<file path="src/rtl/crank_pulse_gen.sv">
// crank_pulse_gen
//   Synthetic crank-speed and reference-mark source. Produces a train of
//   speed-tooth pulses (ign) whose period is floor(RPM_CONST/rpm) clocks,
//   plus a reference-mark pulse (trigger) once per revolution of TEETH teeth.
//   The tooth period comes from a 32-cycle restoring serial divider.
//
// Optional feature (macro RPM_RAMP_EN):
//   When defined, a background division computes the period for the next
//   revolution's rpm (rpm_now + RPM_STEP, clamped to RPM_END). Both are
//   swapped in at the last-tooth wrap, so rpm ramps once per revolution.
//   When undefined, rpm_now stays at RPM_START and the divider runs only
//   when leaving IDLE.
//
// Ports
//   clk         in   1   bench clock
//   rst         in   1   asynchronous reset, active high
//   run         in   1   level enable; low forces IDLE on the next clock
//   ign         out  1   speed tooth pulse train (high PULSE_W clocks per tooth)
//   trigger     out  1   reference-mark pulse, tooth 0 only, TRIG_W clocks
//   rpm_now     out  14  rpm currently in effect
//   period_now  out  24  tooth period in clocks currently in effect
//   busy        out  1   high in DIV or COUNT
//
// Handshake: there is no valid/ready pair here; run is a plain level
// enable sampled on every rising clk edge, and all outputs are registered.
module crank_pulse_gen #(
  parameter logic [13:0] RPM_START = 14'd840,
  parameter logic [13:0] RPM_END   = 14'd6500,
  parameter logic [13:0] RPM_STEP  = 14'd20,
  parameter logic [31:0] RPM_CONST = 32'd2728000,
  parameter int          TEETH     = 130,
  parameter int          PULSE_W   = 8,
  parameter int          TRIG_W    = 8
) (
  input  logic        clk,
  input  logic        rst,
  input  logic        run,
  output logic        ign,
  output logic        trigger,
  output logic [13:0] rpm_now,
  output logic [23:0] period_now,
  output logic        busy
);

`ifdef RPM_RAMP_EN
  localparam bit RAMP_EN = 1'b1;
`else
  localparam bit RAMP_EN = 1'b0;
`endif

  localparam int TW = (TEETH > 1) ? $clog2(TEETH) : 1;
  localparam logic [TW-1:0] TOOTH_LAST = TW'(TEETH - 1);

  typedef enum logic [1:0] {
    IDLE  = 2'd0,
    DIV   = 2'd1,
    COUNT = 2'd2
  } state_t;

  // FSM state; a plain named register so checkers can bind to it.
  state_t state;

  logic [23:0]   cnt;
  logic [TW-1:0] tooth;

  // Serial divider datapath (shared by the IDLE start and background runs).
  logic        dv_run;
  logic [4:0]  dv_cnt;
  logic [13:0] dv_rem;
  logic [31:0] dv_quo;      // dividend shifts out the top, quotient in the bottom
  logic [13:0] dv_divisor;

  // Next-revolution values; only loaded when the ramp feature is built in.
  logic [13:0] rpm_next;
  logic [23:0] period_next;

  logic [14:0] dv_rem_sh;
  logic        dv_ge;
  logic [13:0] dv_rem_nxt;
  logic [31:0] dv_quo_nxt;
  logic        dv_last;
  logic [23:0] dv_result;
  logic [14:0] rpm_sum;
  logic [13:0] rpm_target;

  always_comb begin
    dv_rem_sh  = {dv_rem, dv_quo[31]};
    dv_ge      = (dv_rem_sh >= {1'b0, dv_divisor});
    // Remainder stays below the divisor, so the 14-bit truncation is exact.
    dv_rem_nxt = dv_ge ? 14'(dv_rem_sh - {1'b0, dv_divisor}) : dv_rem_sh[13:0];
    dv_quo_nxt = {dv_quo[30:0], dv_ge};
    dv_last    = dv_run && (dv_cnt == 5'd31);
    // Saturate quotients that do not fit 24 bits; a zero divisor saturates too.
    if ((dv_divisor == 14'd0) || (|dv_quo_nxt[31:24]))
      dv_result = 24'hFFFFFF;
    else
      dv_result = dv_quo_nxt[23:0];
    // 15-bit sum so a large step cannot wrap before the ceiling clamp.
    rpm_sum    = {1'b0, rpm_now} + {1'b0, RPM_STEP};
    rpm_target = (rpm_sum > {1'b0, RPM_END}) ? RPM_END : rpm_sum[13:0];
  end

  always_ff @(posedge clk or posedge rst) begin
    if (rst) begin
      state       <= IDLE;
      ign         <= 1'b0;
      trigger     <= 1'b0;
      busy        <= 1'b0;
      rpm_now     <= RPM_START;
      period_now  <= 24'd0;
      cnt         <= 24'd0;
      tooth       <= '0;
      dv_run      <= 1'b0;
      dv_cnt      <= 5'd0;
      dv_rem      <= 14'd0;
      dv_quo      <= 32'd0;
      dv_divisor  <= 14'd0;
      rpm_next    <= RPM_START;
      period_next <= 24'd0;
    end else if (!run) begin
      // Abort everything but keep rpm_now/period_now for the next start.
      state   <= IDLE;
      ign     <= 1'b0;
      trigger <= 1'b0;
      busy    <= 1'b0;
      cnt     <= 24'd0;
      tooth   <= '0;
      dv_run  <= 1'b0;
    end else begin
      if (dv_run) begin
        dv_rem <= dv_rem_nxt;
        dv_quo <= dv_quo_nxt;
        dv_cnt <= dv_cnt + 5'd1;
        if (dv_last) dv_run <= 1'b0;
      end

      case (state)
        IDLE: begin
          dv_run     <= 1'b1;
          dv_cnt     <= 5'd0;
          dv_rem     <= 14'd0;
          dv_quo     <= RPM_CONST;
          dv_divisor <= rpm_now;
          busy       <= 1'b1;
          state      <= DIV;
        end

        DIV: begin
          if (dv_last) begin
            period_now <= dv_result;
            cnt        <= 24'd0;
            tooth      <= '0;
            state      <= COUNT;
          end
        end

        COUNT: begin
          ign     <= (cnt < 24'(PULSE_W));
          trigger <= (tooth == '0) && (cnt < 24'(TRIG_W));

          if (cnt >= period_now - 24'd1) begin
            cnt <= 24'd0;
            if (tooth == TOOTH_LAST) begin
              tooth <= '0;
              if (RAMP_EN) begin
                rpm_now    <= rpm_next;
                period_now <= period_next;
              end
            end else begin
              tooth <= tooth + TW'(1);
            end
          end else begin
            cnt <= cnt + 24'd1;
          end

          if (RAMP_EN) begin
            if (dv_last) period_next <= dv_result;
            // Kick the background division at the start of each revolution.
            if ((tooth == '0) && (cnt == 24'd0)) begin
              rpm_next   <= rpm_target;
              dv_run     <= 1'b1;
              dv_cnt     <= 5'd0;
              dv_rem     <= 14'd0;
              dv_quo     <= RPM_CONST;
              dv_divisor <= rpm_target;
            end
          end
        end

        default: state <= IDLE;
      endcase
    end
  end

endmodule

</file>
<file path="config.mk">
export PLATFORM = sky130hd
export DESIGN_NAME = crank_pulse_gen
export DESIGN_NICKNAME = d
export VERILOG_FILES = /design/src/rtl/crank_pulse_gen.sv
export SDC_FILE = /design/constraint.sdc
export NUM_CORES = 1
export LEC_CHECK = 0
export BUFFER_PORTS_ARGS = -buffer_cell sky130_fd_sc_hd__buf_2
export CAP_MARGIN = 20
export CORE_MARGIN = 5
export CORE_UTILIZATION = 35
export CTS_BUF_LIST = sky130_fd_sc_hd__clkbuf_8
export CTS_CLUSTER_SIZE = 40
export DETAILED_ROUTE_END_ITERATION = 12
export PLACE_DENSITY_LB_ADDON = 0.05
export SLEW_MARGIN = 10
export SYNTH_ARGS = -nofsm -noshare
export SYNTH_HDL_FRONTEND = slang
export SYNTH_SLANG_ARGS = --single-unit
</file>
<file path="constraint.sdc">
create_clock -name clk -period 4.15 [get_ports clk]
set_input_delay 0.6225 -clock clk [delete_from_list [all_inputs] [get_ports clk]]
set_output_delay 0.6225 -clock clk [all_outputs]
set_load 0.05 [all_outputs]
</file>
Word-level counts from Yosys, hierarchy flattened
Cells that the tools add are included.

operators by class
  add/subtract/negate cells = 5
  multiply operators = 0
  divide/modulo/power cells = 0
  $lt $le $gt $ge = 3
  equality and inequality tests = 10
  shifts and indexed selects = 0
  muxes and demuxes = 30
  bitwise gates (word level) = 0
  reductions and logical operators = 14

operators with widths
  operator                                                                       number
  24-bit two-way mux                                                             4
  32-bit two-way mux                                                             2
  24-bit case mux with 2 select lines                                            1
  14-bit two-way mux                                                             3
  8-bit two-way mux                                                              4
  24-bit by 1-bit adder with 24-bit output, second input constant                1
  24-bit greater-or-equal comparator                                             1
  24-bit by 4-bit less-than comparator with 1-bit output, second input constant  1
  24-bit by 1-bit subtractor with 24-bit output, second input constant           1
  8-bit case mux with 2 select lines                                             1
  15-bit by 14-bit greater-or-equal comparator with 1-bit output                 1
  14-bit logical NOT                                                             1
  14-bit subtractor                                                              1
  1-bit two-way mux                                                              10
  5-bit two-way mux                                                              2
  8-bit by 1-bit adder with 8-bit output, second input constant                  1
  8-bit == test, second input constant                                           1
  8-bit logical NOT                                                              1
  2-bit AND reduction                                                            4
  8-bit OR reduction                                                             1
  3-bit != test, second input constant                                           2
  2-bit case mux with 3 select lines                                             1
  3-bit AND reduction                                                            2
  5-bit by 1-bit adder with 5-bit output, second input constant                  1
  other kinds (11)                                                               14

word-level totals
  bits in registers = 127
  bits in latches = 0
  memory bits (writable) = 0
  memory bits (read-only) = 0
  output and inout port bits = 41
  word-level logic and storage cells = 74
  memories kept = 0

Depth between registers and ports, before layout
Gate-level depths: netlist (run 1).

  depth in word-level cells = 6
  gate-level depth with buffers = 9

Least setup slack after synthesis (run 1)
Ideal clock, no wire load.

  path type = register to register
  from = reg period_now[22]
  to = reg cnt[9]
  arrival time = 2.340 ns
  data required time = 4.063 ns
  setup slack = 1.723 ns
  stages on the path, launching flop included = 8
  cell sequence = dfrtp_1 inv_1 ha_1 nand2b_1 and3_1 clkbuf_1 a2111o_1 o211ai_1

between the ends
  longest elaborated chain between the ends = 5

ends and longest elaborated chain
  item                                           RTL line  text
  from (decl)                                    41        output logic [23:0] period_now,
  from (signal assigned)                         150       period_now <= dv_result;
  from (signal assigned)                         167       period_now <= period_next;
  24-bit by 1-bit subtractor with 24-bit output  161       if (cnt >= period_now - 24'd1) begin
  24-bit greater-or-equal comparator             161
  24-bit two-way mux                             161
  24-bit case mux with 2 select lines            137       case (state)
  24-bit two-way mux                             120       end else if (!run) begin
  to (signal assigned)                           173       cnt <= cnt + 24'd1;
  to (decl)                                      63        logic [23:0] cnt;

Every way passes these cells.
A chain may end at the register's enable or synchronous reset.

Final worst setup path (run 1)
  from = reg dv_cnt[0]
  to = reg cnt[19]

between the ends
  longest elaborated chain between the ends = 4

ends and longest elaborated chain
  item                           RTL line  text
  from (decl)                    68        logic [4:0] dv_cnt;
  from (signal assigned)         133       dv_cnt <= dv_cnt + 5'd1;
  5-bit == test                  92        dv_last = dv_run && (dv_cnt == 5'd31);
  1-bit logical AND              92
  3-bit != test (no line)        -
  2-bit AND reduction (no line)  -

Every way passes these cells.

==> metrics, run 1 <==
Die ar. 10100 um2; area of the multi-input gates 1410 um2; clk slew on worst S/H paths 0.09 ns; TritonCTS clock tree yes; FF-to-FF End cnt[19]; Worst Tran Pin Value 0.876 ns; Routability Congestion 0.798; XOR/XNOR Fraction of Synth Area 0.610%; Area contributors post-synth dfrtp_1, buf_4, a21oi_1; die height 101 um; peak supply drop 120 uV; R2R depth 7; GRT met3 Usage 2.98%; skew final 0.00909 ns; n_diodes 0; Max Slew Vio Count 0; Core Area 8090 um2; cell area after layout 2950 um2; syn avg cell area 8.98 um2; layout cells sized above 1 13.9%; most used routing layer met1; critical path, cell by cell ha_1 -> and3_1 -> ha_1 -> nand4b_2 -> a311o_1 -> or4_1 -> a21oi_1; Vias/cell 5.64; setup ws final 1.67 ns; status completed; Root Driver clkbuf_8; TNS Setup 0 ns; Critical Path Most Common Cell ha_1; simple-gate share of the synthesized area 22.6%; Layout Nets 325; RSZ-0062 raised after global routing false; pre-CTS WS 1.68 ns; largest net degree at the start of global routing 45; Worst Setup SP dv_cnt[0]; Yosys reg bits 44; # setup viols final 0; CP startpoint kind flop; Synth top area share 38.3%; TritonCTS Buffers 5; post-DP HPWL 4730 um; setup bufs post-CTS 0; Worst Path Class, Setup flop to flop; drt pass-1 iters 5; Period minus WS final 2.48 ns; drt drc 0; max-cap check violation count 0; Worst Path Arrival 2.71 ns; fraction of registers with async set/reset 100%; I/O pin cnt 44; DR vias 2376; WP data required 4.37 ns; initial core utilization 35.5%; FF+latch area 1100 um2; Max Fanout on Critical Path 22; post-CTS resize count 0; critical path's top delay family simple AND/OR/NAND/NOR gates; Core Rows 33; Overall Global Routing Usage 13.8%; Detailed Route WL 6920 um; mux cell area share after synthesis 0.740%; Final Hold Fails 0; clock latency on the worst-skew pair 0.30 ns; Slew HR 41.6%; Ys Warns 14; Max stage delay cell, worst path a311o_1; sequential cell area fraction in the yosys report 38.3%; Synth Area in Compound Gates 20.2%; clock sinks 44; DIE WIDTH 101 um; Levels on crit path 7; Buf/Inv on CP 0; Critical Path End cnt[19]; Top FF cell, synth dfrtp_1; Post-Synthesis Cell Area 2870 um2; count of different cell masters after synthesis 57; P per Cell Area 267 nW/um2; post-route ant nets 0; grt met2 use 20.0%; reg2reg start dv_cnt[0]; CP endpoint kind flop; # fillers 870; H-tree levels 2; Max Freq 403 MHz; vias in the first global route 2211; area post-placement 2840 um2; Post-synth EDFFs 0; part of the cycle the worst path needs 59.9%; Slowest Stage Delay on Critical Path 0.59 ns; worst hold path class input port to async pin; PortBufs 29; Synth Area in Adders 3.05%; first-pass GRT wire length 11400 um; largest family of logic cells by synthesized area simple AND/OR/NAND/NOR gates; area delta synth->final 2.70%; met1 Track Usage GR 20.4%; Syn Inst Count 320; CTS Buffer Depth 2; cell taking the most area after synthesis dfrtp_1; initial antenna violation count 0; drt wl/cell 16.4 um; leakage 0.00122 uW; number of hold buffers added after cts 0; reg2reg setup slack 1.67 ns; Overflow after GRT 0; DRT iter0 DRCs 150
-- how the worst min path moves through the flow --
stage / cells past startpoint / slack (ns) / to / start
detailed placement: 1 / 0.48 / ign / ign
global placement: 1 / 0.47 / ign / ign
finish: 2 / 0.30 / busy / rst
floorplan: 1 / 0.46 / dv_cnt[2] / dv_cnt[2]
CTS: 1 / 0.50 / ign / ign
global route: 2 / 0.33 / dv_run / rst
-- cells in the final DEF (no fill, tap or decap), types with 9 or more instances in the layout --
cell / netlist / routed
nand3_1: 16 / 16
conb_1: 1 / 14
nand2_1: 21 / 21
nor4_1: 9 / 9
o21ai_1: 9 / 9
dfrtp_1: 44 / 44
o211ai_1: 9 / 9
inv_1: 14 / 13
a21oi_1: 24 / 24
or4_1: 9 / 9
buf_2: 5 / 29
-- synth_stat cells (3+ instances only) --
cell       n
o31ai_1    7
nor2_1     7
and2_1     3
clkbuf_1  11
a221o_1    3
or3_1      5
nand2_1   21
buf_4     37
buf_2      5
a22o_1     5
nand4_1    8
and4_1     8
o21ai_1    9
inv_1     14
o21ai_0    7
a21oi_1   24
o211ai_1   9
and3_1     6
dfrtp_1   44
nor4_1     9
nand3_1   16
or4_1      9
a41oi_1    3
nor3_1     7
ha_1       7
-- state kept, by name (all words and copies together) (netlist names) --
name	flops
period_now	1
dv_cnt	5
trigger	1
state	2
ign	1
dv_run	1
tooth	8
busy	1
cnt	24
-- metrics by stage --
| stage | instances | util, % | total power (uW) | hold WS (ns) |
|---|---|---|---|---|
| 2_1_floorplan | 333 | - | 504 | 0.457 |
| 5_1_grt | 421 | 36.5 | 819 | 0.328 |
| 6_report | 421 | 36.5 | 788 | 0.298 |
| 3_5_place_dp | 412 | 35.1 | 504 | 0.482 |
| 3_3_place_gp | 412 | 35.1 | 504 | 0.474 |
| 4_1_cts | 420 | 36.2 | 800 | 0.505 |
-- power by group --
group | internal (uW) | leakage [uW] | total, uW | switching (uW)
Clock | 133 | 0.0000510 | 291 | 157
Sequential | 432 | 0.000603 | 436 | 3.90
Combinational | 8.81 | 0.000566 | 61.2 | 52.4
Total | 574 | 0.00122 | 788 | 214
-- layout make-up --
cell class | instances | area share [%]
timing repair buffer | 30 | 5.60
multi-input combinational | 220 | 47.7
tap | 105 | 4.45
clock inverter | 2 | 0.339
inverter | 14 | 1.78
clock buffer | 6 | 2.80
sequential | 44 | 37.3
-- metal layers --
| metal | part of all wire, % | up-vias |
|---|---|---|
| met4 | 1.3 | 0 |
| met2 | 45 | 49 |
| met5 | 0 | - |
| met3 | 4.9 | 6 |
| met1 | 49 | 1171 |
| li1 | - | 1150 |
-- cells by family (layout without fill, tap and decap cells) --
family / after synthesis / after routing
AOI/OAI and AO/OA: 85 / 85
xor gates and xnor gates: 2 / 2
adders and majority gates: 7 / 7
buffers and inverters: 69 / 52
DFF: 44 / 44
muxes: 2 / 2
other: 1 / 14
and+or+nand+nor: 110 / 110
(Power assumes the default switching activity.)
==> run 2, diff against run 1 <==
clock period = 2.2 ns   (was 4.15 ns; I/O delays follow)
==> run 2 against run 1 <==
Against the previous run: clock power is 71% higher; fmax up 13%; critical path depth up 1; sequential power is 89% higher; register-to-register slack worse by 1.7 ns; worst hold slack got worse by 0.26 ns; via count is 1.9% higher; global-route usage is 0.59 points higher; critical path type unchanged; largest cell class unchanged.
==> metrics, run 2 (synthesis gave the netlist of run 1 again) <==
status completed; Top Registers cnt: 24 flops, tooth: 8 flops, dv_cnt: 5 flops; WP data required 2.43 ns (-1.94 ns); Slew HR 61.3% (+20 points); Die ar. 10100 um2 (unchanged); Worst Tran Pin Value 0.581 ns (-0.295 ns); Max Freq 457 MHz (+13%); critical path, cell by cell ha_2 -> and3_4 -> ha_4 -> nand4b_4 -> a311o_1 -> buf_6 -> or4_4 -> a21oi_2; drt drc 0 (unchanged); max-cap check violation count 0 (unchanged); clock sinks 44 (unchanged); Max stage delay cell, worst path or4_4; Overall Global Routing Usage 14.4% (+0.59 points); max reg flops 24 (unchanged); TritonCTS Buffers 5 (unchanged); PortBufs 29 (unchanged); P per Cell Area 450 nW/um2 (+68%); n_diodes 0 (unchanged); final core utilization 39.9% (+3.4 points); CTS Buffer Depth 2 (unchanged); Worst Path Class, Setup flop to flop; commonest non-fill, non-tap cell in the layout dfrtp_1; Detailed Route WL 7130 um (+3.1%); RSZ-0062 raised after global routing true; DRT iter0 DRCs 119 (-21%); die height 101 um (unchanged); Period minus WS final 2.19 ns (-0.295 ns); Root Driver clkbuf_8; Slowest Stage Delay on Critical Path 0.48 ns (-0.11 ns); skew final 0.00542 ns (-0.00367 ns); part of the cycle the worst path needs 99.5% (+40 points); TNS Setup 0 ns (unchanged); largest net degree at the start of global routing 45 (unchanged); critical path's top delay family simple AND/OR/NAND/NOR gates; dpl cells 438 (+6.3%); fin cells 448 (+6.4%); Core Rows 33 (unchanged); Core Area 8090 um2 (unchanged); Overflow after GRT 0 (unchanged); Vias/cell 5.41 (-4.2%); post-DP HPWL 5020 um (+6.2%); Most flops, register cnt; H-tree levels 2 (unchanged); I/O pin cnt 44 (unchanged); peak supply drop 199 uV (+65%); most frequent cells in the layout dfrtp_1, buf_2, buf_4; Max Fanout on Critical Path 8 (-64%); drt wl/cell 15.9 um (-3.1%); area delta synth->final 12.3%; layout cells sized above 1 23.6% (+9.7 points); drt pass-1 iters 4 (-1); DIE WIDTH 101 um (unchanged); CP endpoint kind flop; CP startpoint kind flop; total chip power 1450 uW (+84%); worst hold path class input port to async pin; Final Hold Fails 0 (unchanged); Max Slew Vio Count 0 (unchanged); initial antenna violation count 0 (unchanged); Worst Path Arrival 2.42 ns (-0.29 ns); vias in the first global route 2175 (-1.6%); Buf/Inv on CP 1 (+1); leakage 0.00137 uW (+13%); Layout Nets 352 (+8.3%); post-route ant nets 0 (unchanged); # setup viols final 0 (unchanged); clk slew on worst S/H paths 0.08 ns (about the same); initial core utilization 35.5% (unchanged); DR vias 2422 (+1.9%); clock latency on the worst-skew pair 0.30 ns (about the same); first-pass GRT wire length 11600 um (+1.8%); Routability Congestion 0.805 (+0.80%); TritonCTS clock tree yes
[run 2: cell types whose count changed in the layout (fill, tap and decap cells not counted), moves of 2 or more]
cell,previous run,this run
inv_1,13,15
buf_6,0,3
or4_1,9,6
ha_1,7,5
buf_4,0,23
a21oi_2,0,4
a21oi_1,24,20
or4_4,0,3
[run 2: cell type report]
| cell class | count | area (um2) |
|---|---|---|
| Clock buffer | 5 | 68.8 |
| Clock inverter | 3 | 12.5 |
| Tap cell | 105 | 131 |
| Multi-Input combinational cell | 220 | 1470 |
| Sequential cell | 44 | 1100 |
| Fill cell | 865 | 4870 |
| Inverter | 14 | 52.6 |
| Timing Repair Buffer | 57 | 392 |
[run 2: timing repair]
| item | CTS | global route |
|---|---|---|
| hold buffers | 0 | 0 |
| endpoints found under the hold margin | 0 | 0 |
| resized for setup | 1 | 15 |
| setup buffers | 0 | 2 |
| pin swaps | 0 | 10 |
| setup endpoints to repair | 5 | 10 |
[run 2: per-stage QoR]
stage	instance area, um2	setup slack, ns	hold WS, ns
floorplan	2920	0.0424	0.457
global placement	3060	0.0359	0.393
detailed placement	3060	0.0136	0.388
CTS	3140	-0.00808	0.0594
global route	3230	-0.102	0.0635
finish	3230	0.0109	0.0388
[run 2: worst paths after layout]
check,start,cells after the start,slack [ns],endpoint
max,dv_cnt[0],8,0.01,cnt[22]
min,rst,3,0.04,cnt[19]
max reg2reg,dv_cnt[0],8,0.01,cnt[22]
min reg2reg,ign,1,0.48,ign
max in group asynchronous,rst,3,1.92,period_now[22]
min in group clk,run,3,0.43,dv_cnt[3]
[run 2: power breakdown]
group | switching (uW) | leakage (uW) | total [uW] | internal [uW]
logic | 103 | 0.000720 | 130 | 27.4
clock network | 284 | 0.0000505 | 498 | 214
registers | 7.53 | 0.000603 | 822 | 815
[run 2: metal layers]
layer	vias to the layer above	share of wire (%)	global-route usage, %
met5	-	0	0
met2	28	48	21.9
met1	1186	49	21.2
met4	0	1.0	3.73
met3	5	1.8	2.49
li1	1203	-	-
[run 2: worst min-delay path, stage by stage]
cell    delay [ns]
buf_2         0.10
inv_2         0.06
buf_12        0.23
